--- config.mk ---
export PLATFORM = sky130hd
export DESIGN_NAME = mul4_seq_ctrl
export DESIGN_NICKNAME = d
export VERILOG_FILES = /design/src/rtl/mul4_seq_ctrl.sv
export SDC_FILE = /design/constraint.sdc
export NUM_CORES = 1
export LEC_CHECK = 0
export CORE_MARGIN = 2
export CORE_UTILIZATION = 40
export CTS_CLUSTER_SIZE = 10
export DETAILED_ROUTE_END_ITERATION = 7
export HOLD_SLACK_MARGIN = 0.12
export PLACE_DENSITY = 0.61
export SLEW_MARGIN = 40
export SYNTH_ARGS = -nofsm -noshare
export SYNTH_HDL_FRONTEND = slang
export SYNTH_SLANG_ARGS = --single-unit
--- constraint.sdc ---
create_clock -name clk -period 6.6 [get_ports clk]
set_clock_uncertainty 0.1 [all_clocks]
set_input_delay 1.32 -clock clk [delete_from_list [all_inputs] [get_ports clk]]
set_output_delay 1.32 -clock clk [all_outputs]
set_load 0.1 [all_outputs]
--- src/rtl/mul4_seq_ctrl.sv ---
// rtl/mul4_seq_ctrl.sv - sequential 2-limb x 2-limb multiplier controller around a shared limb multiplier
//
// Purpose:
//   Accepts A = {a1,a0} and B = {b1,b0} on an in_valid/in_ready handshake.
//   It then walks the four limb partial products through one external
//   LIMB_W x LIMB_W combinational multiplier (mul_x/mul_y -> mul_p) and adds
//   each product into a 4*LIMB_W accumulator at its limb weight. The product
//   is presented as {y3,y2,y1,y0} on an out_valid/out_ready handshake.
//
// Configuration:
//   MUL4_SEQ_SKIP_ZERO_EN - when defined, a partial-product state whose limb
//   operands include a zero is skipped without spending a cycle.
//
// Ports:
//   clk, rst_n            clock, asynchronous active-low reset
//   a1, a0, b1, b0        operand limbs, sampled only on an input transfer
//   in_valid / in_ready   operand handshake (ready only while idle)
//   mul_x, mul_y          operands driven to the shared multiplier
//   mul_p                 combinational product mul_x*mul_y
//   y3, y2, y1, y0        result words, high to low
//   out_valid / out_ready result handshake
//   busy                  high whenever a sequence is in flight or pending
module mul4_seq_ctrl #(
    parameter int LIMB_W = 16
) (
    input  logic                  clk,
    input  logic                  rst_n,
    input  logic [LIMB_W-1:0]     a1,
    input  logic [LIMB_W-1:0]     a0,
    input  logic [LIMB_W-1:0]     b1,
    input  logic [LIMB_W-1:0]     b0,
    input  logic                  in_valid,
    output logic                  in_ready,
    output logic [LIMB_W-1:0]     mul_x,
    output logic [LIMB_W-1:0]     mul_y,
    input  logic [2*LIMB_W-1:0]   mul_p,
    output logic [LIMB_W-1:0]     y3,
    output logic [LIMB_W-1:0]     y2,
    output logic [LIMB_W-1:0]     y1,
    output logic [LIMB_W-1:0]     y0,
    output logic                  out_valid,
    input  logic                  out_ready,
    output logic                  busy
);

    localparam int ACC_W = 4 * LIMB_W;

    typedef enum logic [2:0] {
        S_IDLE = 3'd0,
        S_PP0  = 3'd1,
        S_PP1  = 3'd2,
        S_PP2  = 3'd3,
        S_PP3  = 3'd4,
        S_DONE = 3'd5
    } state_t;

    state_t              state_q, state_d;
    logic [LIMB_W-1:0]   a1_q, a0_q, b1_q, b0_q;
    logic [ACC_W-1:0]    acc_q, acc_d;
    logic [ACC_W-1:0]    pp_ext, pp_term;
    logic                in_ready_q, busy_q, out_valid_q;
    logic [LIMB_W-1:0]   mul_x_q, mul_y_q;
    logic [LIMB_W-1:0]   y3_q, y2_q, y1_q, y0_q;

    // Bit i set means partial-product state PPi has to run.
    logic [3:0]          live_in, live_q;

    // In IDLE the next operands come straight from the ports (they are being
    // latched on this same edge); otherwise from the latched copies.
    logic [LIMB_W-1:0]   src_a1, src_a0, src_b1, src_b0;

`ifdef MUL4_SEQ_SKIP_ZERO_EN
    assign live_in = {(a1   != '0) && (b1   != '0), (a1   != '0) && (b0   != '0),
                      (a0   != '0) && (b1   != '0), (a0   != '0) && (b0   != '0)};
    assign live_q  = {(a1_q != '0) && (b1_q != '0), (a1_q != '0) && (b0_q != '0),
                      (a0_q != '0) && (b1_q != '0), (a0_q != '0) && (b0_q != '0)};
`else
    assign live_in = 4'b1111;
    assign live_q  = 4'b1111;
`endif

    // First partial-product state still enabled in the mask, else DONE.
    function automatic state_t pick_state(input logic [3:0] live);
        if (live[0])      return S_PP0;
        else if (live[1]) return S_PP1;
        else if (live[2]) return S_PP2;
        else if (live[3]) return S_PP3;
        else              return S_DONE;
    endfunction

    // Multiplier x operand for a state: a0 for PP0/PP1, a1 for PP2/PP3.
    function automatic logic [LIMB_W-1:0] sel_x(input state_t s,
                                                input logic [LIMB_W-1:0] hi,
                                                input logic [LIMB_W-1:0] lo);
        case (s)
            S_PP0, S_PP1: sel_x = lo;
            S_PP2, S_PP3: sel_x = hi;
            default:      sel_x = '0;
        endcase
    endfunction

    // Multiplier y operand for a state: b0 for PP0/PP2, b1 for PP1/PP3.
    function automatic logic [LIMB_W-1:0] sel_y(input state_t s,
                                                input logic [LIMB_W-1:0] hi,
                                                input logic [LIMB_W-1:0] lo);
        case (s)
            S_PP0, S_PP2: sel_y = lo;
            S_PP1, S_PP3: sel_y = hi;
            default:      sel_y = '0;
        endcase
    endfunction

    always_comb begin
        src_a1 = a1_q;
        src_a0 = a0_q;
        src_b1 = b1_q;
        src_b0 = b0_q;
        if (state_q == S_IDLE) begin
            src_a1 = a1;
            src_a0 = a0;
            src_b1 = b1;
            src_b0 = b0;
        end
    end

    always_comb begin
        state_d = state_q;
        case (state_q)
            S_IDLE:  if (in_valid) state_d = pick_state(live_in);
            S_PP0:   state_d = pick_state(live_q & 4'b1110);
            S_PP1:   state_d = pick_state(live_q & 4'b1100);
            S_PP2:   state_d = pick_state(live_q & 4'b1000);
            S_PP3:   state_d = S_DONE;
            S_DONE:  if (out_ready) state_d = S_IDLE;
            default: state_d = S_IDLE;
        endcase
    end

    // Partial product placed at its limb weight; wraps modulo 2^ACC_W.
    always_comb begin
        pp_ext = {{(2*LIMB_W){1'b0}}, mul_p};
        case (state_q)
            S_PP0:        pp_term = pp_ext;
            S_PP1, S_PP2: pp_term = pp_ext << LIMB_W;
            S_PP3:        pp_term = pp_ext << (2 * LIMB_W);
            default:      pp_term = '0;
        endcase
    end

    assign acc_d = acc_q + pp_term;

    always_ff @(posedge clk or negedge rst_n) begin
        if (!rst_n) begin
            state_q     <= S_IDLE;
            a1_q        <= '0;
            a0_q        <= '0;
            b1_q        <= '0;
            b0_q        <= '0;
            acc_q       <= '0;
            in_ready_q  <= 1'b1;
            busy_q      <= 1'b0;
            out_valid_q <= 1'b0;
            mul_x_q     <= '0;
            mul_y_q     <= '0;
            y3_q        <= '0;
            y2_q        <= '0;
            y1_q        <= '0;
            y0_q        <= '0;
        end else begin
            state_q     <= state_d;
            in_ready_q  <= (state_d == S_IDLE);
            busy_q      <= (state_d != S_IDLE);
            out_valid_q <= (state_d == S_DONE);
            mul_x_q     <= sel_x(state_d, src_a1, src_a0);
            mul_y_q     <= sel_y(state_d, src_b1, src_b0);

            if (state_q == S_IDLE && in_valid) begin
                a1_q  <= a1;
                a0_q  <= a0;
                b1_q  <= b1;
                b0_q  <= b0;
                acc_q <= '0;
            end else if (state_q == S_PP0 || state_q == S_PP1 ||
                         state_q == S_PP2 || state_q == S_PP3) begin
                acc_q <= acc_d;
            end

            // Results load only on DONE entry. Straight from IDLE means every
            // partial product was skipped, so the product is zero.
            if (state_d == S_DONE && state_q != S_DONE) begin
                if (state_q == S_IDLE) begin
                    {y3_q, y2_q, y1_q, y0_q} <= '0;
                end else begin
                    {y3_q, y2_q, y1_q, y0_q} <= acc_d;
                end
            end
        end
    end

    assign in_ready  = in_ready_q;
    assign busy      = busy_q;
    assign out_valid = out_valid_q;
    assign mul_x     = mul_x_q;
    assign mul_y     = mul_y_q;
    assign y3        = y3_q;
    assign y2        = y2_q;
    assign y1        = y1_q;
    assign y0        = y0_q;

endmodule

; Word-level counts from Yosys, hierarchy flattened
; Index checks and enable logic that the tools add are counted.
; W data, S select, Z words.
[totals]
out_inout_bits = 99
elab_cells = 57
regBits = 230
inputBits = 100
[classes]
reduce_logical = 14
add_sub_neg = 1
eq_ne = 11
n_mux = 16
[op_table]
columns = cell, count
row1 = $pmux W64 S3, 1
row2 = $mux W16, 8
row3 = $mux W64, 2
row4 = $add A64 B64 Y64, 1
row5 = $pmux W16 S2, 2
row6 = $pmux W3 S6, 1
row7 = $eq A3 B2 Y1 const B, 4
row8 = $eq A3 B3 Y1 const B, 4
row9 = $reduce_or A2 Y1, 5
row10 = $eq A3 B1 Y1 const B, 2
row11 = $logic_not A3 Y1, 2
row12 = $mux W3, 2
row13 = $logic_or A1 B1 Y1, 3
row14 = $ne A3 B3 Y1 const B, 1
row15 = $reduce_bool A3 Y1, 1
row16 = $logic_and A1 B1 Y1, 2
row17 = $reduce_bool A2 Y1, 1

; Depth between registers and ports, before layout
[depth]
word_depth = 6
mapped_depth = 18
ltp_nobuf = 16

; Worst setup path before layout
; No wires, ideal clock.
[synth_timing]
path_kind = input port to flip-flop
from = input mul_p[0]
to = register y2_q[6], in the netlist y2[6]
path_buffers = 0
stages = 14
setup_time_ps = 125
required_ps = 6375
arrival_time_ps = 4002
path_slack_ps = 2372
path_cell_list = and2_1 > ha_1 > inv_1 > fa_1 > and2b_1 > o2111ai_1 > and4bb_4 > o31ai_4 > a211oi_4 > o41ai_4 > nand3_1 > o21a_1 > xnor2_1 > mux2_2
[synth_between]
elab_chain_len = 3
[synth_rtl]
columns = element, line
row1 = "start, declared", 36  ; input logic [2*LIMB_W-1:0] mul_p,
row2 = $pmux W64 S3, 142  ; case (state_q)
row3 = $add A64 B64 Y64, 150  ; assign acc_d = acc_q + pp_term;
row4 = $mux W16, 191  ; if (state_q == S_IDLE) begin
row5 = "end signal, assigned", 166  ; y2_q <= '0;
row6 = "end signal, assigned", 192  ; {y3_q, y2_q, y1_q, y0_q} <= '0;
row7 = "end signal, assigned", 194  ; {y3_q, y2_q, y1_q, y0_q} <= acc_d;
row8 = "end, declared", 63  ; logic [LIMB_W-1:0] y3_q, y2_q, y1_q, y0_q;
; Every way passes these cells.
; A chain may end at the register's enable or synchronous reset.

; Worst setup path in the final report
[layout_timing]
from = register state_q[0]
to = register y3_q[13], in the netlist y3[13]
[layout_between]
elab_chain_len = 5
elab_cells_between_ends = 16
classes_between = add/sub (1) / eq/ne (7) / mux (5) / reduce/logical (3)
[layout_rtl]
columns = element, line
row1 = "start, declared", 57  ; state_t state_q, state_d;
row2 = "start signal, assigned", 170  ; state_q <= state_d;
row3 = $eq A3 B2 Y1 (on tied branches), -
row4 = $reduce_or A2 Y1, 142
row5 = $pmux W64 S3, 142
row6 = $add A64 B64 Y64, 150
row7 = $mux W16, 191
row8 = "end signal, assigned", 165  ; y3_q <= '0;
row9 = "end signal, assigned", 192
row10 = "end signal, assigned", 194
row11 = "end, declared", 63
; Parallel ways exist; a longest one is shown, timed or not.

==> results.tsv <==
metric	value	unit
pin count of the biggest net entering global routing	72	
Async S/R FF share, synth	1.00	
First DRT Iteration DRCs	805	
simple-gate portion of the synthesized area	0.182	
first drt pass iteration count	5	
Gate Count Post-Synth	1483	
Initial Util	0.407	
EDFF count, synth	0	
vias	11400	
top_reg_cell synth	dfrtp_1	
CTS sink count	230	
final WL	41900	um
Finished Layout Cells	2098	
port bufs	198	
Global Route Usage Sum	0.246	
XOR/XNOR share of the synthesized area	0.0437	
DIE AREA	34500	sq um
Worst slew margin	0.464	
Hold Fails Final Rpt	0	
CP Launch Type	flip-flop	
vias in the first global route	11500	
setup TNS	0	ns
multiplexer area fraction after synthesis	0.0429	
CP required	6.94	ns
number of remaining DRC errors	0	
Die Wd	186	um
Row Count	66	
sequential share of the synthesized area	0.435	
Netlist cell types	74	
critical path arrival	5.35	ns
Final Cycle Share	0.759	
global route overflow	0	
first-pass GRT wire length	65300	um
mapped cell area	13200	sq um
area leader, netlist	dfrtp_1	
critical path type	flip-flop to flip-flop	
I/O Pins	199	
Tmin final	5.01	ns
Hold Buf Count CTS	0	
layout cells sized above 1	0.128	
r2r startpoint	state_q[0]$_DFF_PN0_	
status	complete, no violations	
root buffer cell	clkbuf_16	
Synthesized Nets	1647	
Max Cap Violations	0	
CTS tree	built	
Max Slew Vio Count	0	
Min-Delay Startpoint	y0[4]$_DFFE_PN0P_	
ANT nets after route	0	
Placer Congestion	0.980	
initial antenna violation count	2	
dominant cells by area after synthesis	dfrtp_1 43%, nand2_1 11%, ha_1 6.0%	
Core Box Area	32500	sq um
Post-Place Cells	2050	
clk_lat worst skew	0.57	ns
setup bufs post-CTS	0	
average wire per standard cell	20.0	um
Die Height	186	um
Hold/Removal Path Class	flip-flop to flip-flop	
largest family of logic cells by synthesized area	compound AO/OA/AOI/OAI gates	
Area Overhead vs Synth	21.2	%
final setup fails	0	
worst-margin pin slew	0.802	ns
Synth Register Bits	230	
FMAX	200	MHz
Synth Area in Adders	0.0611	
cells resized by post-CTS repair	0	
DP HPWL	30900	um
CTS H-tree depth	1	
nature of the critical path endpoint	flip-flop	
# nets final	1803	
Via-to-Cell Ratio	5.44	
Synth Area in Compound Gates	0.200	
RSZ-0062 raised after global routing	false	
Synth Area per Inst	8.92	sq um
CTS buffer count	29	
Worst-path clk slew	0.06	ns
worst-path fanout max	25	
Max Root-Sink Buffers	3	
CP startpoint	state_q[0]$_DFF_PN0_	
Warnings, synthesis	0	
share of the synthesized area in the top cell type	0.433	
final cells by class:
type / count / area [sq um]
fill: 3156 / 16500
multi-input combinational: 1133 / 7070
sequential: 230 / 5760
timing repair buffer: 216 / 1640
clock buffer: 41 / 811
tap: 442 / 553
inverter: 29 / 109
clock inverter: 5 / 90.1
antenna: 2 / 5.00
critical path, stage by stage, from the launching register on:
cell and delay, ns:
dfrtp_1 0.51, inv_1 0.13, nor3_2 0.54, buf_4 0.39, and2_1 0.30, ha_1 0.34
a21oi_1 0.26, o21ai_1 0.13, a221oi_2 0.51, a211oi_1 0.14, a211o_1 0.39, o31ai_2 0.44
o2111ai_1 0.18, a21oi_1 0.19, xor2_1 0.23, o21ai_1 0.09
kinds of logic (layout without fill, tap and decap cells):
logic type	after synthesis	after routing
AOI/OAI and AO/OA	391	391
and+or+nand+nor	558	558
muxes	54	54
other	0	2
buffers and inverters	120	291
adders and majority gates	64	64
DFF	230	230
xor gates and xnor gates	66	66
cells in the mapped netlist, types with 20 or more instances:
cell type / n
nand2_1: 377
dfrtp_1: 229
o21ai_0: 97
clkbuf_1: 82
a21oi_1: 79
a22o_1: 69
ha_1: 63
nor2_1: 58
xnor2_1: 46
a21o_1: 34
mux2i_1: 32
inv_1: 29
o21ai_1: 26
nand4_1: 23
mux2_2: 22
and2_1: 21
xor2_1: 20
sequential cells by signal (all words and copies together), names as in the netlist, 3 cells and up:
| signal | flops |
|---|---|
| acc_q | 64 |
| a0_q | 16 |
| a1_q | 16 |
| b0_q | 16 |
| b1_q | 16 |
| mul_x | 16 |
| mul_y | 16 |
| y0 | 16 |
| y1 | 16 |
| y2 | 16 |
| y3 | 16 |
| state_q | 3 |
path summary, 6_finish.rpt:
path,slack [ns],to,depth (start not counted)
max in group asynchronous,4.72,acc_q[11]$_DFFE_PN0P_,2
min in group asynchronous,0.61,acc_q[49]$_DFFE_PN0P_,1
worst max-delay path,1.59,y3[13]$_DFFE_PN0P_,15
worst min-delay path,0.37,y0[4]$_DFFE_PN0P_,2
worst min register to register,0.37,y0[4]$_DFFE_PN0P_,2
worst max register to register,1.59,y3[13]$_DFFE_PN0P_,15
stage by stage:
step                      cell area, sq um  hold slack (ns)   util  worst slack (ns)
after floorplan                      13200            0.345      -              2.37
final                                16000            0.366  0.493              1.59
after global placement               15600            0.356  0.480              1.25
after global routing                 16000            0.388  0.493              1.33
after CTS                            16000            0.371  0.493              1.56
after detailed placement             15100            0.357  0.465              1.31
layer usage:
| layer | vias to the layer above | track usage | routed length (um) |
|---|---|---|---|
| met4 | 0 | 0.105 | 1810 |
| met2 | 353 | 0.381 | 18600 |
| met5 | - | 0 | 0 |
| met3 | 93 | 0.0822 | 3800 |
| li1 | 5490 | - | - |
| met1 | 5485 | 0.313 | 17700 |
cell usage in the layout (no fill, tap or decap), types with 8 or more instances in the layout:
cell             netlist  routed
and2_1                21      20
buf_4                  3      15
nand4_1               23      23
inv_1                 29      29
buf_2                  3      99
a21o_1                34      34
clkbuf_1              82       8
dfrtp_1              229     228
a21oi_1               79      79
a22o_1                69      69
o21bai_1              16      16
xnor2_1               46      44
nor2_1                58      57
o21ai_1               26      26
o21ai_0               97      97
mux2i_1               32      32
o211ai_1               8       8
nand2_1              377     375
nand3_1               17      17
mux2_2                22      22
clkdlybuf4s50_1        0      98
nor3_1                11       8
xor2_1                20      20
clkbuf_16              0      29
and3_1                18      18
ha_1                  63      63
Power is not shown: default switching activity piles up to over one toggle a cycle in this logic, so the estimate is an artifact.
